**config.mk**
```make
export PLATFORM = sky130hd
export DESIGN_NAME = fir_tap_sequencer
export DESIGN_NICKNAME = d
export VERILOG_FILES = /design/src/rtl/filter_pkg.sv /design/src/rtl/fir_mac.sv /design/src/rtl/fir_tap_sequencer.sv
export SDC_FILE = /design/constraint.sdc
export NUM_CORES = 1
export LEC_CHECK = 0
export BUFFER_PORTS_ARGS = -buffer_cell sky130_fd_sc_hd__buf_2
export CORE_UTILIZATION = 65
export DETAILED_ROUTE_END_ITERATION = 10
export PLACE_DENSITY = 0.94
export SETUP_SLACK_MARGIN = 0.05
export SLEW_MARGIN = 20
export SYNTH_ARGS = -nofsm -noshare
export SYNTH_HDL_FRONTEND = slang
export SYNTH_HIERARCHICAL = 1
export SYNTH_SLANG_ARGS = --single-unit
```
**constraint.sdc**
```tcl
create_clock -name clk -period 10.78 [get_ports clk]
set_clock_uncertainty 0.1 [all_clocks]
set_input_delay 1.078 -clock clk [delete_from_list [all_inputs] [get_ports clk]]
set_output_delay 1.078 -clock clk [all_outputs]
set_load 0.01 [all_outputs]
```
**src/rtl/filter_pkg.sv**
```systemverilog
// Shared types, widths and the Q1.15 output saturation helper for the FIR stages.
package filter_pkg;

   localparam int DATA_W = 16;
   localparam int COEF_W = 16;
   localparam int ACC_W  = 40;
   localparam int FRAC   = 15;

   typedef enum logic [1:0] {
      IDLE,
      MAC,
      OUT
   } fsm_state_t;

   localparam logic signed [ACC_W-1:0] SAT_MAX = ACC_W'((2 ** (DATA_W - 1)) - 1);
   localparam logic signed [ACC_W-1:0] SAT_MIN = ACC_W'(-(2 ** (DATA_W - 1)));

   // Drop the fractional bits by arithmetic shift (truncation), then clamp to Q1.15.
   function automatic logic signed [DATA_W-1:0] sat_q15(input logic signed [ACC_W-1:0] acc);
      logic signed [ACC_W-1:0] shifted;
      shifted = acc >>> FRAC;
      if (shifted > SAT_MAX) begin
         return SAT_MAX[DATA_W-1:0];
      end else if (shifted < SAT_MIN) begin
         return SAT_MIN[DATA_W-1:0];
      end else begin
         return shifted[DATA_W-1:0];
      end
   endfunction

endpackage

```
**src/rtl/fir_mac.sv**
```systemverilog
// Shared signed multiply-accumulate unit; one product per enabled cycle.
// acc_nxt_o exposes the value the accumulator takes at the coming edge so the
// sequencer can capture the final sum without an extra cycle.
module fir_mac
   import filter_pkg::*;
(
   input  logic                     clk,
   input  logic                     reset_n,
   input  logic                     clr_i,
   input  logic                     en_i,
   input  logic signed [DATA_W-1:0] x_i,
   input  logic signed [COEF_W-1:0] c_i,
   output logic signed [ACC_W-1:0]  acc_nxt_o
);

   logic signed [DATA_W+COEF_W-1:0] prod;
   logic signed [ACC_W-1:0]         prod_ext;
   logic signed [ACC_W-1:0]         acc_q;
   logic signed [ACC_W-1:0]         acc_d;

   assign prod     = x_i * c_i;
   assign prod_ext = {{(ACC_W - DATA_W - COEF_W){prod[DATA_W+COEF_W-1]}}, prod};

   // Next accumulator value: clear wins over accumulate.
   always_comb begin
      acc_d = acc_q;
      if (clr_i) begin
         acc_d = '0;
      end else if (en_i) begin
         acc_d = acc_q + prod_ext;
      end
   end

   // Accumulator register.
   always_ff @(posedge clk or negedge reset_n) begin
      if (!reset_n) begin
         acc_q <= '0;
      end else begin
         acc_q <= acc_d;
      end
   end

   assign acc_nxt_o = acc_d;

endmodule

```
**src/rtl/fir_tap_sequencer.sv**
```systemverilog
// Time-multiplexed FIR controller: holds the tap delay line, walks one shared
// MAC across all taps using an external combinational coefficient ROM, and
// presents the saturated result on a valid/ready output.
module fir_tap_sequencer
   import filter_pkg::*;
#(
   parameter int NTAPS = 5
) (
   input  logic                       clk,
   input  logic                       reset_n,
   input  logic signed [DATA_W-1:0]   sample_in,
   input  logic                       sample_valid,
   output logic                       sample_ready,
   input  logic                       flush,
   output logic [$clog2(NTAPS)-1:0]   coef_addr,
   input  logic signed [COEF_W-1:0]   coef_data,
   output logic signed [DATA_W-1:0]   out_data,
   output logic                       out_valid,
   input  logic                       out_ready,
   output logic                       busy
);

   localparam int                 TAP_W    = $clog2(NTAPS);
   localparam logic [TAP_W-1:0]   LAST_TAP = TAP_W'(NTAPS - 1);

   fsm_state_t                 state_q;
   logic [TAP_W-1:0]           tap_q;
   logic signed [DATA_W-1:0]   x_q [NTAPS];
   logic signed [DATA_W-1:0]   out_data_q;
   logic                       out_valid_q;

   logic                       accept;
   logic                       mac_en;
   logic signed [ACC_W-1:0]    acc_nxt;

   // flush takes priority over a new sample in IDLE
   assign accept       = (state_q == IDLE) && !flush && sample_valid;
   assign mac_en       = (state_q == MAC);
   assign sample_ready = (state_q == IDLE);
   assign busy         = (state_q != IDLE);
   assign coef_addr    = mac_en ? tap_q : '0;
   assign out_data     = out_data_q;
   assign out_valid    = out_valid_q;

   fir_mac u_mac (
      .clk       (clk),
      .reset_n   (reset_n),
      .clr_i     (accept),
      .en_i      (mac_en),
      .x_i       (x_q[tap_q]),
      .c_i       (coef_data),
      .acc_nxt_o (acc_nxt)
   );

   // Sequencer FSM with delay line, tap counter and registered output.
   always_ff @(posedge clk or negedge reset_n) begin
      if (!reset_n) begin
         state_q     <= IDLE;
         tap_q       <= '0;
         out_valid_q <= 1'b0;
         out_data_q  <= '0;
         for (int k = 0; k < NTAPS; k++) begin
            x_q[k] <= '0;
         end
      end else begin
         case (state_q)
            IDLE: begin
               if (flush) begin
                  for (int k = 0; k < NTAPS; k++) begin
                     x_q[k] <= '0;
                  end
               end else if (sample_valid) begin
                  for (int k = NTAPS - 1; k > 0; k--) begin
                     x_q[k] <= x_q[k-1];
                  end
                  x_q[0]  <= sample_in;
                  tap_q   <= '0;
                  state_q <= MAC;
               end
            end
            MAC: begin
               if (tap_q == LAST_TAP) begin
                  // acc_nxt already includes the last tap's product
                  tap_q       <= '0;
                  out_data_q  <= sat_q15(acc_nxt);
                  out_valid_q <= 1'b1;
                  state_q     <= OUT;
               end else begin
                  tap_q <= tap_q + 1'b1;
               end
            end
            OUT: begin
               if (out_ready) begin
                  out_valid_q <= 1'b0;
                  state_q     <= IDLE;
               end
            end
            default: begin
               state_q <= IDLE;
            end
         endcase
      end
   end

endmodule

```
==> results.json <==
{
  "crit_slowest_cell": "o22ai_1",
  "ff2ff_path_depth": 29,
  "wl_met1_mm": 16.0,
  "crit_path_start_kind": "register",
  "grt_max_degree": 84,
  "mostFrequentLayoutCell": "inv_1",
  "synth.avg_cell_area_um2": 9.86,
  "via_per_inst": 6.15,
  "antenna_left": 0,
  "synth-edff-count": 0,
  "wirelength_mm": 46.6,
  "synthMuxAreaShare_pct": 3.09,
  "slew_viol_final": 0,
  "area_delta_synth_final_pct": 5.88,
  "gp_congestion": 0.942,
  "clkTransAtPathRegs_ps": 60,
  "num_vias": 14200,
  "clk_latency_ps": 470,
  "ys_warn_count": 6,
  "start_util_pct": 66.4,
  "htree_num_levels": 4,
  "grt_pass1_wl_mm": 76.0,
  "yosys.area.top_type": "fa_1",
  "synth-simple-area-share_pct": 11.5,
  "cts_made_buffers": 17,
  "end_kind": "register",
  "antenna_found_initial": 0,
  "reg2reg_to": "out_data[10]",
  "cts_resized": 0,
  "placed_area_um2": 19100,
  "cp-endpoint": "out_data[10]",
  "worstMarginPinSlew_ps": 1080,
  "drc": 0,
  "setup_tns_ps": 0,
  "dieArea_um2": 29300,
  "slowest_delay_ps": 930,
  "yosys.area.top_type_share_pct": 35.5,
  "cp-startpoint": "tap_q[1]",
  "rows": 61,
  "die_w_um": 171,
  "cts_tree": "yes",
  "whs_ps": 396,
  "fin_crit_sh_pct": 92.9,
  "final_area_um2": 19700,
  "cts_root_buf": "clkbuf_16",
  "highest_layer": "met4",
  "final_hold_viol_count": 0,
  "syn-num-nets": 2372,
  "setup_ws_ps": 767,
  "clockBufferDepth": 2,
  "clock.fmax_mhz": 99.9,
  "drv_cap": 0,
  "synthAdderAreaFrac_pct": 43.4,
  "crit_type": "register to register",
  "synth.yosys.seq_area_share_pct": 19.1,
  "core-area_um2": 28000,
  "firstDrtPassIters": 8,
  "r2r_slack_ps": 770,
  "post_synth_xor_area_fraction_pct": 1.51,
  "synth_cell_types": 72,
  "met2WireLength_mm": 23.6,
  "reg2reg_from": "tap_q[1]",
  "port_buffers": 58,
  "synth_seq_cells": 142,
  "postCtsHoldBufs": 0,
  "nFillCells": 1807,
  "detailedPlace.worstSlack_ps": 1180,
  "die_h_um": 171,
  "rsz0062_at_grt": "false",
  "critical_path.most_common_cell": "fa_1",
  "synth_area_leaders": "fa_1, dfrtp_1, inv_1",
  "synthCells": 1888,
  "postCtsSetupBuffers": 0,
  "grt_pass1_vias": 15400,
  "critical_path_arrival_ps": 10220,
  "netlist_area_um2": 18600,
  "first_iter_violations": 1631,
  "layout-drive-gt1-share_pct": 7.44,
  "synth_compound_area_share_pct": 10.7,
  "synth_top_family_by_area": "adder cells",
  "crit_fanout": 22,
  "ioPinCount": 59,
  "grt-ovfl-total": 0,
  "cts_sinks": 142,
  "dp_hpwl_mm": 34.7,
  "min_path_type": "register to register",
  "finalSetupViolations": 0,
  "dominantRegCellSynth": "dfrtp_1",
  "status": "complete, no violations",
  "final.min_clock_period_ps": 10010,
  "wl_met3_mm": 3.62,
  "grtUsageTotal_pct": 34.2,
  "nets": 2392,
  "maxSlewHeadroom_pct": 27.7,
  "async_reset_ff_share_pct": 100,
  "mostFrequentLayoutCells": "inv_1, fa_1, nand2_1, dfrtp_1, ha_1",
  "required_ps": 10990,
  "wl_per_cell_um": 20.3
}
==> metal layers <==
metal	up-vias	global-route usage, %
met5	-	0
met4	0	25.1
met3	271	7.96
met2	855	56.8
met1	7092	38.8
li1	5936	-
==> how the worst min path moves through the flow <==
stage / start / to / slack, ps / cells past startpoint
2_1_floorplan: x_q[10] / x_q[10] / 370 / 1
3_3_place_gp: out_data[15] / out_data[15] / 370 / 2
3_5_place_dp: out_data[15] / out_data[15] / 380 / 2
4_1_cts: out_data[15] / out_data[15] / 400 / 2
5_1_grt: x_q[5] / x_q[5] / 420 / 1
6_report: out_data[15] / out_data[15] / 400 / 2
==> state kept, by name, summed over array words and instances (netlist names) <==
register / cells
out_valid: 1
x_q: 80
state_q: 2
u_mac/acc_q: 40
tap_q: 3
out_data: 16
==> kinds of logic after synthesis <==
group,count (synthesis)
compound gates,261
xor+xnor,32
fa+ha+maj,447
buf+inv,501
flops,142
mux,56
simple gates,449
==> worst max-delay path: cells and delay by family (launching register included) <==
kind	cells	cell delay [ps]
adders and majority gates	7	3330
AOI/OAI and AO/OA	8	2960
and+or+nand+nor	7	1800
DFF	1	860
buffers and inverters	6	590
muxes	1	230
==> layout make-up <==
| cell class | count | area, um2 | share of cell area, % |
|---|---|---|---|
| multi-input cells | 1245 | 13100 | 66.3 |
| flip-flops and latches | 142 | 3550 | 18.0 |
| inverters | 422 | 1580 | 8.04 |
| well taps | 378 | 473 | 2.40 |
| repair buffers | 80 | 462 | 2.34 |
| clock buffers | 18 | 429 | 2.18 |
| clock inverters | 14 | 131 | 0.667 |
| diodes | 1 | 2.50 | 0.0127 |
==> synthesized netlist by cell type, drive strengths merged, types with 2 or more instances <==
| library cell | number |
|---|---|
| a31o | 5 |
| nor3 | 13 |
| a21oi | 43 |
| clkbuf | 50 |
| a21o | 14 |
| a211oi | 7 |
| o21bai | 8 |
| nand4b | 2 |
| o21a | 5 |
| o311ai | 4 |
| nand2b | 7 |
| nor2b | 3 |
| and3 | 10 |
| a22o | 82 |
| nor3b | 2 |
| buf | 29 |
| or3 | 2 |
| and2 | 118 |
| o22ai | 16 |
| o22a | 15 |
| a311o | 3 |
| a31oi | 9 |
| nor2 | 76 |
| o21ai | 29 |
| xnor2 | 18 |
| mux2i | 53 |
| o211ai | 5 |
| ha | 117 |
| nand4 | 3 |
| xor2 | 14 |
| mux2 | 2 |
| o31ai | 2 |
| nand3 | 14 |
| a2bb2oi | 2 |
| dfrtp | 142 |
| a41oi | 3 |
| inv | 422 |
| fa | 330 |
| nand2 | 195 |
| nor4 | 2 |
==> per-stage QoR <==
| stage | cells | utilization (%) |
|---|---|---|
| 6_report | 2300 | 70.3 |
| 5_1_grt | 2299 | 70.3 |
| 4_1_cts | 2299 | 70.3 |
| 3_5_place_dp | 2267 | 68.3 |
| 3_3_place_gp | 2267 | 68.3 |
| 2_1_floorplan | 1888 | - |
Power is left out: the tool's default activity adds up to more than one toggle a clock period on the data nets, which glitch-free logic cannot reach.
